**src/rtl/draw_frame_scheduler_if.sv**
```systemverilog
// rtl/draw_frame_scheduler_if.sv - pass-engine handshake and VGA pixel bus around the draw scheduler
interface draw_frame_scheduler_if;
    logic        bgStart, noteStart, keyStart;
    logic        bgDone, noteDone, keyDone;
    logic [7:0]  bgX, bgY, noteX, noteY, keyX, keyY;
    logic [23:0] bgColour, noteColour, keyColour;
    logic        bgPlot, notePlot, keyPlot;
    logic [7:0]  vgaX, vgaY;
    logic [23:0] vgaColour;
    logic        vgaPlot;

    modport master (
        output bgStart, noteStart, keyStart,
        output vgaX, vgaY, vgaColour, vgaPlot,
        input  bgDone, noteDone, keyDone,
        input  bgX, bgY, noteX, noteY, keyX, keyY,
        input  bgColour, noteColour, keyColour,
        input  bgPlot, notePlot, keyPlot
    );

    modport slave (
        input  bgStart, noteStart, keyStart,
        input  vgaX, vgaY, vgaColour, vgaPlot,
        output bgDone, noteDone, keyDone,
        output bgX, bgY, noteX, noteY, keyX, keyY,
        output bgColour, noteColour, keyColour,
        output bgPlot, notePlot, keyPlot
    );
endinterface

```
**src/rtl/draw_frame_scheduler.sv**
```systemverilog
// rtl/draw_frame_scheduler.sv - sequences background, note and key draw passes onto the single VGA write port
// Optional per-pass watchdog enabled by defining DRAW_WATCHDOG_EN.
`ifndef RECORD
`define RECORD 5'd4
`endif

module draw_frame_scheduler #(
    parameter int WDOG_CYCLES = 20000
) (
    input  logic                          clk,
    input  logic                          reset,
    input  logic                          frameTick,
    input  logic [4:0]                    currentState,
    draw_frame_scheduler_if.master        bus,
    output logic                          busy,
    output logic                          frameDone,
    output logic [7:0]                    overrunCount,
    output logic                          timeoutFlag
);

    typedef enum logic [2:0] {
        IDLE, START_BG, RUN_BG, START_NOTE, RUN_NOTE, START_KEY, RUN_KEY, DONE
    } state_t;

    state_t state, stateNext;
    logic   pending;
    logic   inRun;
    logic   activeDone;
    logic   wdogExpired;
    logic   passEnd;

    assign inRun = (state == RUN_BG) || (state == RUN_NOTE) || (state == RUN_KEY);

    // Only the engine that owns the bus may end the current pass.
    always_comb begin
        activeDone = 1'b0;
        case (state)
            RUN_BG:   activeDone = bus.bgDone;
            RUN_NOTE: activeDone = bus.noteDone;
            RUN_KEY:  activeDone = bus.keyDone;
            default:  activeDone = 1'b0;
        endcase
    end

`ifdef DRAW_WATCHDOG_EN
    localparam logic [15:0] WDOG_LAST = 16'(WDOG_CYCLES - 1);
    logic [15:0] wdogCount;

    assign wdogExpired = (wdogCount == WDOG_LAST);

    always_ff @(posedge clk) begin
        if (reset || !inRun) begin
            wdogCount <= '0;
        end else begin
            wdogCount <= wdogCount + 16'd1;
        end
    end

    always_ff @(posedge clk) begin
        if (reset) begin
            timeoutFlag <= 1'b0;
        end else if (inRun && wdogExpired && !activeDone) begin
            timeoutFlag <= 1'b1;
        end
    end
`else
    assign wdogExpired = 1'b0;
    assign timeoutFlag = 1'b0;
`endif

    assign passEnd = activeDone || (inRun && wdogExpired);

    always_ff @(posedge clk) begin
        if (reset) begin
            state <= IDLE;
        end else begin
            state <= stateNext;
        end
    end

    always_comb begin
        stateNext = state;
        case (state)
            IDLE:       if (frameTick || pending) stateNext = START_BG;
            START_BG:   stateNext = RUN_BG;
            RUN_BG:     if (passEnd) stateNext = (currentState == `RECORD) ? START_KEY : START_NOTE;
            START_NOTE: stateNext = RUN_NOTE;
            RUN_NOTE:   if (passEnd) stateNext = START_KEY;
            START_KEY:  stateNext = RUN_KEY;
            RUN_KEY:    if (passEnd) stateNext = DONE;
            DONE:       stateNext = IDLE;
            default:    stateNext = IDLE;
        endcase
    end

    assign bus.bgStart   = (state == START_BG);
    assign bus.noteStart = (state == START_NOTE);
    assign bus.keyStart  = (state == START_KEY);
    assign frameDone     = (state == DONE);

    always_ff @(posedge clk) begin
        if (reset) begin
            busy <= 1'b0;
        end else begin
            busy <= (stateNext != IDLE);
        end
    end

    // IDLE always consumes the single queued request; ticks that find it already full are counted.
    always_ff @(posedge clk) begin
        if (reset) begin
            pending      <= 1'b0;
            overrunCount <= '0;
        end else begin
            if (state == IDLE) begin
                pending <= 1'b0;
            end else if (frameTick) begin
                pending <= 1'b1;
            end
            if (frameTick && pending && (overrunCount != 8'hFF)) begin
                overrunCount <= overrunCount + 8'd1;
            end
        end
    end

    always_ff @(posedge clk) begin
        if (reset) begin
            bus.vgaX      <= '0;
            bus.vgaY      <= '0;
            bus.vgaColour <= '0;
            bus.vgaPlot   <= 1'b0;
        end else begin
            case (state)
                RUN_BG: begin
                    bus.vgaX      <= bus.bgX;
                    bus.vgaY      <= bus.bgY;
                    bus.vgaColour <= bus.bgColour;
                    bus.vgaPlot   <= bus.bgPlot;
                end
                RUN_NOTE: begin
                    bus.vgaX      <= bus.noteX;
                    bus.vgaY      <= bus.noteY;
                    bus.vgaColour <= bus.noteColour;
                    bus.vgaPlot   <= bus.notePlot;
                end
                RUN_KEY: begin
                    bus.vgaX      <= bus.keyX;
                    bus.vgaY      <= bus.keyY;
                    bus.vgaColour <= bus.keyColour;
                    bus.vgaPlot   <= bus.keyPlot;
                end
                default: bus.vgaPlot <= 1'b0;
            endcase
        end
    end

endmodule

```
**src/flat_wrapper.sv**
```systemverilog
// flat-port wrapper written by rule: the top's interface ports become plain ports
module draw_frame_scheduler_flat 
#(
    parameter int WDOG_CYCLES = 20000
)
  (clk, reset, frameTick, currentState, busy, frameDone, overrunCount, timeoutFlag, bus_bgStart, bus_noteStart, bus_keyStart, bus_vgaX, bus_vgaY, bus_vgaColour, bus_vgaPlot, bus_bgDone, bus_noteDone, bus_keyDone, bus_bgX, bus_bgY, bus_noteX, bus_noteY, bus_keyX, bus_keyY, bus_bgColour, bus_noteColour, bus_keyColour, bus_bgPlot, bus_notePlot, bus_keyPlot);
  draw_frame_scheduler_if bus_i ();
  input  logic clk;
  input  logic reset;
  input  logic frameTick;
  input  logic [4:0] currentState;
  output logic busy;
  output logic frameDone;
  output logic [7:0] overrunCount;
  output logic timeoutFlag;
  output wire logic [$bits(bus_i.bgStart)-1:0] bus_bgStart;
  output wire logic [$bits(bus_i.noteStart)-1:0] bus_noteStart;
  output wire logic [$bits(bus_i.keyStart)-1:0] bus_keyStart;
  output wire logic [$bits(bus_i.vgaX)-1:0] bus_vgaX;
  output wire logic [$bits(bus_i.vgaY)-1:0] bus_vgaY;
  output wire logic [$bits(bus_i.vgaColour)-1:0] bus_vgaColour;
  output wire logic [$bits(bus_i.vgaPlot)-1:0] bus_vgaPlot;
  input wire logic [$bits(bus_i.bgDone)-1:0] bus_bgDone;
  input wire logic [$bits(bus_i.noteDone)-1:0] bus_noteDone;
  input wire logic [$bits(bus_i.keyDone)-1:0] bus_keyDone;
  input wire logic [$bits(bus_i.bgX)-1:0] bus_bgX;
  input wire logic [$bits(bus_i.bgY)-1:0] bus_bgY;
  input wire logic [$bits(bus_i.noteX)-1:0] bus_noteX;
  input wire logic [$bits(bus_i.noteY)-1:0] bus_noteY;
  input wire logic [$bits(bus_i.keyX)-1:0] bus_keyX;
  input wire logic [$bits(bus_i.keyY)-1:0] bus_keyY;
  input wire logic [$bits(bus_i.bgColour)-1:0] bus_bgColour;
  input wire logic [$bits(bus_i.noteColour)-1:0] bus_noteColour;
  input wire logic [$bits(bus_i.keyColour)-1:0] bus_keyColour;
  input wire logic [$bits(bus_i.bgPlot)-1:0] bus_bgPlot;
  input wire logic [$bits(bus_i.notePlot)-1:0] bus_notePlot;
  input wire logic [$bits(bus_i.keyPlot)-1:0] bus_keyPlot;
  assign bus_bgStart = bus_i.bgStart;
  assign bus_noteStart = bus_i.noteStart;
  assign bus_keyStart = bus_i.keyStart;
  assign bus_vgaX = bus_i.vgaX;
  assign bus_vgaY = bus_i.vgaY;
  assign bus_vgaColour = bus_i.vgaColour;
  assign bus_vgaPlot = bus_i.vgaPlot;
  assign bus_i.bgDone = bus_bgDone;
  assign bus_i.noteDone = bus_noteDone;
  assign bus_i.keyDone = bus_keyDone;
  assign bus_i.bgX = bus_bgX;
  assign bus_i.bgY = bus_bgY;
  assign bus_i.noteX = bus_noteX;
  assign bus_i.noteY = bus_noteY;
  assign bus_i.keyX = bus_keyX;
  assign bus_i.keyY = bus_keyY;
  assign bus_i.bgColour = bus_bgColour;
  assign bus_i.noteColour = bus_noteColour;
  assign bus_i.keyColour = bus_keyColour;
  assign bus_i.bgPlot = bus_bgPlot;
  assign bus_i.notePlot = bus_notePlot;
  assign bus_i.keyPlot = bus_keyPlot;
  draw_frame_scheduler #(.WDOG_CYCLES(WDOG_CYCLES)) u_core (.clk(clk), .reset(reset), .frameTick(frameTick), .currentState(currentState), .bus(bus_i), .busy(busy), .frameDone(frameDone), .overrunCount(overrunCount), .timeoutFlag(timeoutFlag));
endmodule
```
**config.mk**
```make
export PLATFORM = sky130hd
export DESIGN_NAME = draw_frame_scheduler_flat
export DESIGN_NICKNAME = d
export VERILOG_FILES = /design/src/rtl/draw_frame_scheduler_if.sv /design/src/rtl/draw_frame_scheduler.sv /design/src/flat_wrapper.sv
export SDC_FILE = /design/constraint.sdc
export NUM_CORES = 1
export LEC_CHECK = 0
export CAP_MARGIN = 20
export CORE_ASPECT_RATIO = 0.7
export CORE_UTILIZATION = 38
export CTS_BUF_LIST = sky130_fd_sc_hd__clkbuf_8
export CTS_CLUSTER_SIZE = 10
export DETAILED_ROUTE_END_ITERATION = 8
export PLACE_DENSITY = 0.89
export SETUP_SLACK_MARGIN = 0.4
export SYNTH_ARGS = -nofsm -noshare
export SYNTH_HDL_FRONTEND = slang
export SYNTH_SLANG_ARGS = --single-unit
```
**constraint.sdc**
```tcl
create_clock -name clk -period 1.7 [get_ports clk]
set_input_delay 0.17 -clock clk [delete_from_list [all_inputs] [get_ports clk]]
set_output_delay 0.17 -clock clk [all_outputs]
set_load 0.02 [all_outputs]
```
==> summary.md, run 1 <==
The congestion estimate from routability-driven global placement came to 0.859. The tools report the maximum buffer depth of the clock tree as 2. The primary flip-flop cell chosen by synthesis mapping was sky130_fd_sc_hd__dfxtp_1. Detailed placement HPWL: 7.49 mm.

The run finished with clean final reports. Number of antenna violations at the first check in global routing: 0. Yosys instantiated no cell more often than sky130_fd_sc_hd__nor2_1. A synthesized cell averages 7.68 sq um. For this configuration, the core starts out at a cell density of 40.4%.

The area growth from synthesis to layout is 77.2%. The average routed wire per standard cell was 15.3 um; the overall die area was 8350 sq um. TritonCTS built the clock tree. The cell at the slowest stage of the critical path was sky130_fd_sc_hd__or4_4. Cells fill 71.5% of the core in the end.

CTS sink count: 54. Count of unresolved DRC violations after routing: 0. Counting tap cells, the placed design contains a total of 664 instances.

Buffers inserted during clock tree synthesis total 5. The number of hold-slack violations in the final timing report came out at 0. After detailed routing, the number of vias per cell comes to 5.05. The fraction of synthesis flops using an asynchronous set or reset pin is 0%, and the area of the mapped netlist is 3030 sq um. The floorplan step defined a core boundary enclosing 7510 sq um. After clock tree synthesis, the clock-pin slew on the worst setup and hold paths is 0.10 ns.

Data on the critical path arrives at its endpoint at 1.61 ns. Input and output buffers added on the ports amount to 187. The cell type with the highest aggregate area in the netlist was sky130_fd_sc_hd__dfxtp_1. The root buffer selected by CTS is sky130_fd_sc_hd__clkbuf_8. The final count of pins violating max slew is 0, and the die boundary width is 109 um.

The first detailed-routing pass took 4 iterations. In this run the worst path has a maximum fanout of 4. 189 I/O pins were placed.

The synthesized net count is 530, and the unique cell type count in the Yosys netlist is 41. Global routing consumed, over all layers together, 23.7% of the routing resources. The total detailed-routing wirelength was 10.5 mm; the static leakage power was 2.15 nW.

Setup repair after global routing could not meet its margin everywhere. The tightest hold path in the finished design has a slack of 0.220 ns. Ranked by instance count, the synthesized netlist is headed by 55 x sky130_fd_sc_hd__nor2_1, 54 x sky130_fd_sc_hd__dfxtp_1, 47 x sky130_fd_sc_hd__nor3_1. The via count of the first global-routing pass was 3452; the number of enable-type register cells in the synthesized netlist was 0. The tightest min-delay check is of the input pin to register type. For this run the aggregate overflow at the end of global routing stands at 0. The required time reported for the critical path endpoint is 1.93 ns, and the overall die height is 76.8 um. The worst path needs 1.37 ns of the cycle, external delays included.

After layout, the worst setup slack is 0.330 ns. The non-filler instance count after layout is 683, and the register bit count reported by yosys is 54. The post-route standard cell area excluding fillers is 5380 sq um, and the total of max-cap violations is 0. The Yosys step of the flow raised 0 warnings. The kind of start point of the critical path was a register. Once placement finished, the instance area stood at 5040 sq um. In this run, the number of DRC markers left after iteration 0 of detailed routing was 73.

Overall power consumption after layout is estimated at 3.63 mW. The worst setup path is of the register to register kind. Ranked by total cell area, the synthesized netlist is headed by sky130_fd_sc_hd__dfxtp_1 36%, sky130_fd_sc_hd__mux2i_1 14%, sky130_fd_sc_hd__nand2b_1 8.2%. Entering global routing, the biggest net connects 27 pins. Walking the worst path, the cells encountered are ha_4 -> nand3_4 -> o211ai_4 -> or4_4 -> a21oi_2. The minimum setup slack after placement came out at 0.0253 ns.

The post-route netlist has 14.0% of its cells at a drive strength greater than 1. The latest clock arrival within the worst-skew pair is 0.30 ns, and the period utilization is 80.6%. The power density over the cells is 676 nW/um^2, and the net count reported at finish is 719. The register area is 1110 sq um, and the number of levels the H-tree was split into is 2. IR analysis of the VDD net gives a maximum drop of 414 uV. The logs give 730 MHz for the fmax and 0 for the count of endpoints failing setup in the final report.

The register area share after synthesis was 35.6%. The tools report the first-pass GRT wire length as 15.8 mm. Fill cells in the final layout number 595.

For the final routed database, the setup TNS stands at 0 ns. The kind of end point of the critical path is a register. Synthesis produced 395 cells. Summing over every cut layer, the via total after detailed routing is 3446. The largest single stage delay on the critical path is 0.43 ns. The tools report the cts-stage hold buffer count as 0. Across the routed clock network, the largest skew measured is 0.0112 ns.

The combined area of the multi-input logic cells is 1940 sq um. The tools report the total inserted antenna cells as 0. After floorplanning, the core was divided into 26 placement rows. The top cell type by area accounts for 35.6% of the synthesized area. The tools report the antenna violation net count after detailed routing as 0.
==> path summary, 6_finish.rpt <==
kind | cells after the start | slack [ns] | start | end
setup / recovery | 5 | 0.33 | u_core.overrunCount[1] | u_core.overrunCount[5]
hold / removal | 2 | 0.22 | reset | u_core.overrunCount[5]
setup reg to reg | 5 | 0.33 | u_core.overrunCount[1] | u_core.overrunCount[5]
hold reg to reg | 2 | 0.49 | u_core.bus.vgaX[5] | u_core.bus.vgaX[5]
==> timing repair <==
item / in CTS / in global routing
cloned: 1 / 2
pin swaps: 6 / 9
gates resized for setup: 85 / 44
setup buffers: 7 / 1
endpoints found under the setup margin: 84 / 53
==> cell families (layout without fill, tap and decap cells) <==
| logic type | count (synthesis) | in the layout | share of synthesized area (%) |
|---|---|---|---|
| simple gates | 207 | 207 | 33.3 |
| flops | 54 | 54 | 35.6 |
| compound gates | 52 | 52 | 9.81 |
| mux | 43 | 43 | 14.2 |
| buf+inv | 34 | 224 | 5.61 |
| xor+xnor | 3 | 3 | 0.866 |
| fa+ha+maj | 1 | 1 | 0.412 |
| other cells | 1 | 1 | 0.124 |
==> critical path, delay by kind of cell, from the launching register on <==
kind / cells / cell delay (ns)
AOI/OAI and AO/OA: 2 / 0.23
adders and majority gates: 1 / 0.18
DFF: 1 / 0.37
and+or+nand+nor: 2 / 0.52
==> cell type report <==
cell class,count,share of cell area [%]
Multi-Input combinational cell,307,36.0
Timing Repair Buffer,213,39.3
Clock inverter,3,0.209
Inverter,3,0.209
Tap cell,98,2.28
Sequential cell,54,20.7
Clock buffer,5,1.28
==> layout by cell type, fill, tap and decap left out, drive strengths merged, types with 3 or more instances in the layout <==
cell / instances
clkbuf: 7
mux2i: 42
dfxtp: 54
a21oi: 43
nand2b: 40
clkdlybuf4s50: 132
nand2: 45
nand3: 4
nor2b: 4
xor2: 3
dlygate4sd2: 49
buf: 30
inv: 3
clkinv: 3
nor2: 55
nor3: 47
==> sequential cells by signal (all words and copies together) (netlist names) <==
signal	flops
u_core.bus.vgaColour	24
u_core.state	3
u_core.overrunCount	8
u_core.bus.vgaPlot	1
u_core.busy	1
u_core.bus.vgaX	8
u_core.bus.vgaY	8
u_core.pending	1
==> report_power, final <==
group          internal (mW)  switching (mW)  leakage (nW)  total [mW]
clock network          0.276           0.382        0.0407       0.659
registers               1.40          0.0821         0.448        1.48
logic                  0.764           0.731          1.66        1.49
==> routing by layer <==
layer | vias up | wire [um] | GRT usage [%]
met5 | - | 0 | 0
met4 | 0 | 201 | 5.27
met3 | 20 | 722 | 5.87
met2 | 123 | 5420 | 44.7
met1 | 1593 | 4110 | 26.3
li1 | 1710 | - | -
Note: power is estimated with default switching activity, not from simulation.
==> inputs of run 2 (changes only) <==
Clock period 1.7 ns to 1.3 ns, I/O delays scaled along.
==> run 2 against run 1 <==
Effect of this change: the run now ends with negative setup slack left; critical path depth rose by 2; design area rose by 22%; worst hold slack got worse by 0.11 ns; setup slack got worse by 0.51 ns; maximum frequency fell by 7.3%; total power rose by 73%; first-iteration DRC count rose by 150%; sequential power rose by 38%; clock power rose by 110%; critical path type unchanged; largest power group unchanged.
==> summary.md, run 2 (synthesis results as in run 1) <==
The layout filler cell count is 360 (-39%), and the power density over the cells is 960 nW/um^2 (+42%). The critical-path maximum fanout was 6 (+2). The root buffer selected by CTS is sky130_fd_sc_hd__clkbuf_8.

The CTS sink count was 54 (unchanged); the total placed cells including tap cells was 681 (+2.6%). The tools report the kind of start point of the critical path as a register. The tools report the switching power of the nets as 2.05 mW (+72%). The detailed placement HPWL is 8.06 mm (+7.6%), and the total of max-cap violations is 0 (unchanged). The run gives 2 (unchanged) as the number of levels the H-tree was split into. The register with the most flip-flops in the final layout is u_core.bus.vgaColour. The area growth from synthesis to layout is 115%.

The logs give 0.0204 ns (+0.00919 ns) for the final setup skew and 15.1 mm (+45%) for the total detailed-routing wirelength. The length of the first detailed-routing pass in iterations was 5 (+1); the cell-internal power was 4.22 mW (+73%). For the via count of the first global-routing pass, the log shows 4002 (+16%). The tools report the global-route usage over all layers as 29.5% (+5.8 points).

The checks that failed: negative setup slack. The latest clock arrival within the worst-skew pair came out at 0.32 ns (+0.02 ns). The per-cell via count in the routed design is 5.59 (+11%), and the clock network fraction of design power is 21.7% (+3.6 points).

Overall die height: 76.8 um (unchanged). For the count of endpoints failing setup in the final report, the log shows 52 (+52). The weighted congestion reported at the end of routability-driven placement was 0.871 (+1.4%). Setup repair after global routing could not meet its margin everywhere. The die boundary width is 109 um (unchanged). The share of total power in combinational logic was 45.8% (+4.7 points); the sum of internal, switching and leakage power was 6.28 mW (+73%). The period utilization was 114% (+33 points). The logs give 32.5% (-8.2 points) for the sequential share of power and 677 MHz (-7.3%) for the fmax. The switching power share of the total was 32.7% (-0.18 points); the aggregate global routing overflow was 0 (unchanged).

The minimum setup slack after placement was -0.230 ns (-0.255 ns). The antenna violation net count after detailed routing is 0 (unchanged). For the overall die area, the log shows 8350 sq um (unchanged).

The type of the most critical hold path is input pin to register. The static leakage power is 2.52 nW (+17%). TritonCTS built the clock tree. The logs give 0 (unchanged) for the count of unresolved DRC violations after routing and 2 (unchanged) for the maximum buffer depth of the clock tree. The tools report the total clock buffers created by CTS as 5 (unchanged). The average routed wire per standard cell is 20.6 um (+34%), and the worst setup margin is -0.178 ns (-0.507 ns). Leaving out fill and tap cells, the most frequent cell in the layout is sky130_fd_sc_hd__clkdlybuf4s50_1. The minimum clock period after layout is 1.48 ns (+0.107 ns), and the final count of pins violating max slew is 0 (unchanged). The net count reported at finish is 771 (+7.2%), and the first-pass GRT wire length is 19.2 mm (+22%). The flow ran to the end, but the final reports show violations. The run gives 6540 sq um (+22%) as the post-route standard cell area excluding fillers. The run gives 0 (unchanged) as the total inserted antenna cells.

The kind of end point of the critical path was a register. The setup path with the least slack is of type register to register. The tools report the arrival time reported for the critical path endpoint as 1.68 ns (+0.07 ns).

The fraction of layout cells with a size suffix above 1 works out to 44.4% (+30 points). Number of flip-flops in the largest register: 24 (unchanged). In the layout the commonest cells are 132 x sky130_fd_sc_hd__clkdlybuf4s50_1, 72 x sky130_fd_sc_hd__buf_6, 41 x sky130_fd_sc_hd__nand2_1, 41 x sky130_fd_sc_hd__buf_4, 41 x sky130_fd_sc_hd__dfxtp_2. The number of buffers added on ports is 187 (unchanged). The run gives 4107 (+19%) as the via total after detailed routing. The cts-stage hold buffer count was 0 (unchanged). The starting density of the core was 40.4% (unchanged); the number of hold-slack violations in the final timing report was 0 (unchanged). The number of antenna violations at the first check in global routing is 0 (unchanged), and the top-level I/O count is 189 (unchanged). The peak ir drop on the vdd network is 889 uV (+110%), and the largest net degree at the start of global routing is 29 (+7.4%). The area of the core was 7510 sq um (unchanged).

Required time reported for the critical path endpoint: 1.51 ns (-0.42 ns). The cell area after placement was 5310 sq um (+5.3%); the non-filler instance count after layout was 735 (+7.6%). The number of rows created at floorplan was 26 (unchanged).

The clock-pin slew reported for the worst setup and hold paths after clock tree synthesis was 0.11 ns (about the same); the number of DRC markers after the initial detailed-route iteration was 179 (+150%).
## run 2: path summary, 6_finish.rpt
path	start	endpoint	slack, ns	cells past startpoint
worst max register to register	u_core.state[1]	u_core.bus.vgaColour[17]	-0.18	7
worst min-delay path	reset	u_core.overrunCount[5]	0.11	2
worst min register to register	u_core.bus.vgaColour[4]	u_core.bus.vgaColour[4]	0.50	2
worst max-delay path	u_core.state[1]	u_core.bus.vgaColour[17]	-0.18	7
## run 2: layout make-up
| class | instances | area (sq um) | area share (%) |
|---|---|---|---|
| Timing Repair Buffer | 265 | 2870 | 43.9 |
| Sequential cell | 54 | 1180 | 18.0 |
| Multi-Input combinational cell | 307 | 2220 | 34.0 |
| Inverter | 3 | 11.3 | 0.172 |
| Clock buffer | 5 | 68.8 | 1.05 |
| Tap cell | 98 | 123 | 1.88 |
| Clock inverter | 3 | 63.8 | 0.976 |
## run 2: power groups by stage
stage          registers, mW  logic [mW]  clock network [mW]
2_1_floorplan           2.17       0.872                   0
3_3_place_gp            1.98        1.99                   0
3_5_place_dp            2.00        2.03                   0
4_1_cts                 2.02        2.48                1.34
5_1_grt                 2.05        3.00                1.44
6_report                2.04        2.88                1.36
## run 2: metrics by stage
| step | util (%) | hold WS (ns) | TNS [ns] |
|---|---|---|---|
| 6_report | 87.0 | 0.110 | -4.93 |
| 5_1_grt | 87.0 | 0.0916 | -6.99 |
| 4_1_cts | 80.9 | 0.0757 | -1.07 |
| 3_5_place_dp | 70.6 | 0.414 | -3.68 |
| 3_3_place_gp | 70.6 | 0.405 | -2.32 |
| 2_1_floorplan | - | 0.292 | -0.107 |
## run 2: layer usage
metal	wire length (um)	global-route usage [%]	share of wire, %
met4	692	12.2	4.6
met3	1240	7.14	8.2
met5	0	0	0
met2	7790	54.9	51
met1	5410	31.4	36
## run 2: what timing repair did
action / in CTS / in global routing
setup buffers: 22 / 17
cloned: 6 / 1
setup endpoints to repair: 108 / 108
pin swaps: 20 / 42
resized for setup: 413 / 77
## run 2: worst max-delay path, cell delays in order, from the launching register on
cell and delay [ns]:
sky130_fd_sc_hd__dfxtp_4 0.44, sky130_fd_sc_hd__buf_6 0.13, sky130_fd_sc_hd__buf_12 0.09, sky130_fd_sc_hd__buf_16 0.12
sky130_fd_sc_hd__mux2i_1 0.25, sky130_fd_sc_hd__nand2_1 0.09, sky130_fd_sc_hd__a21oi_1 0.18, sky130_fd_sc_hd__nor3_1 0.07
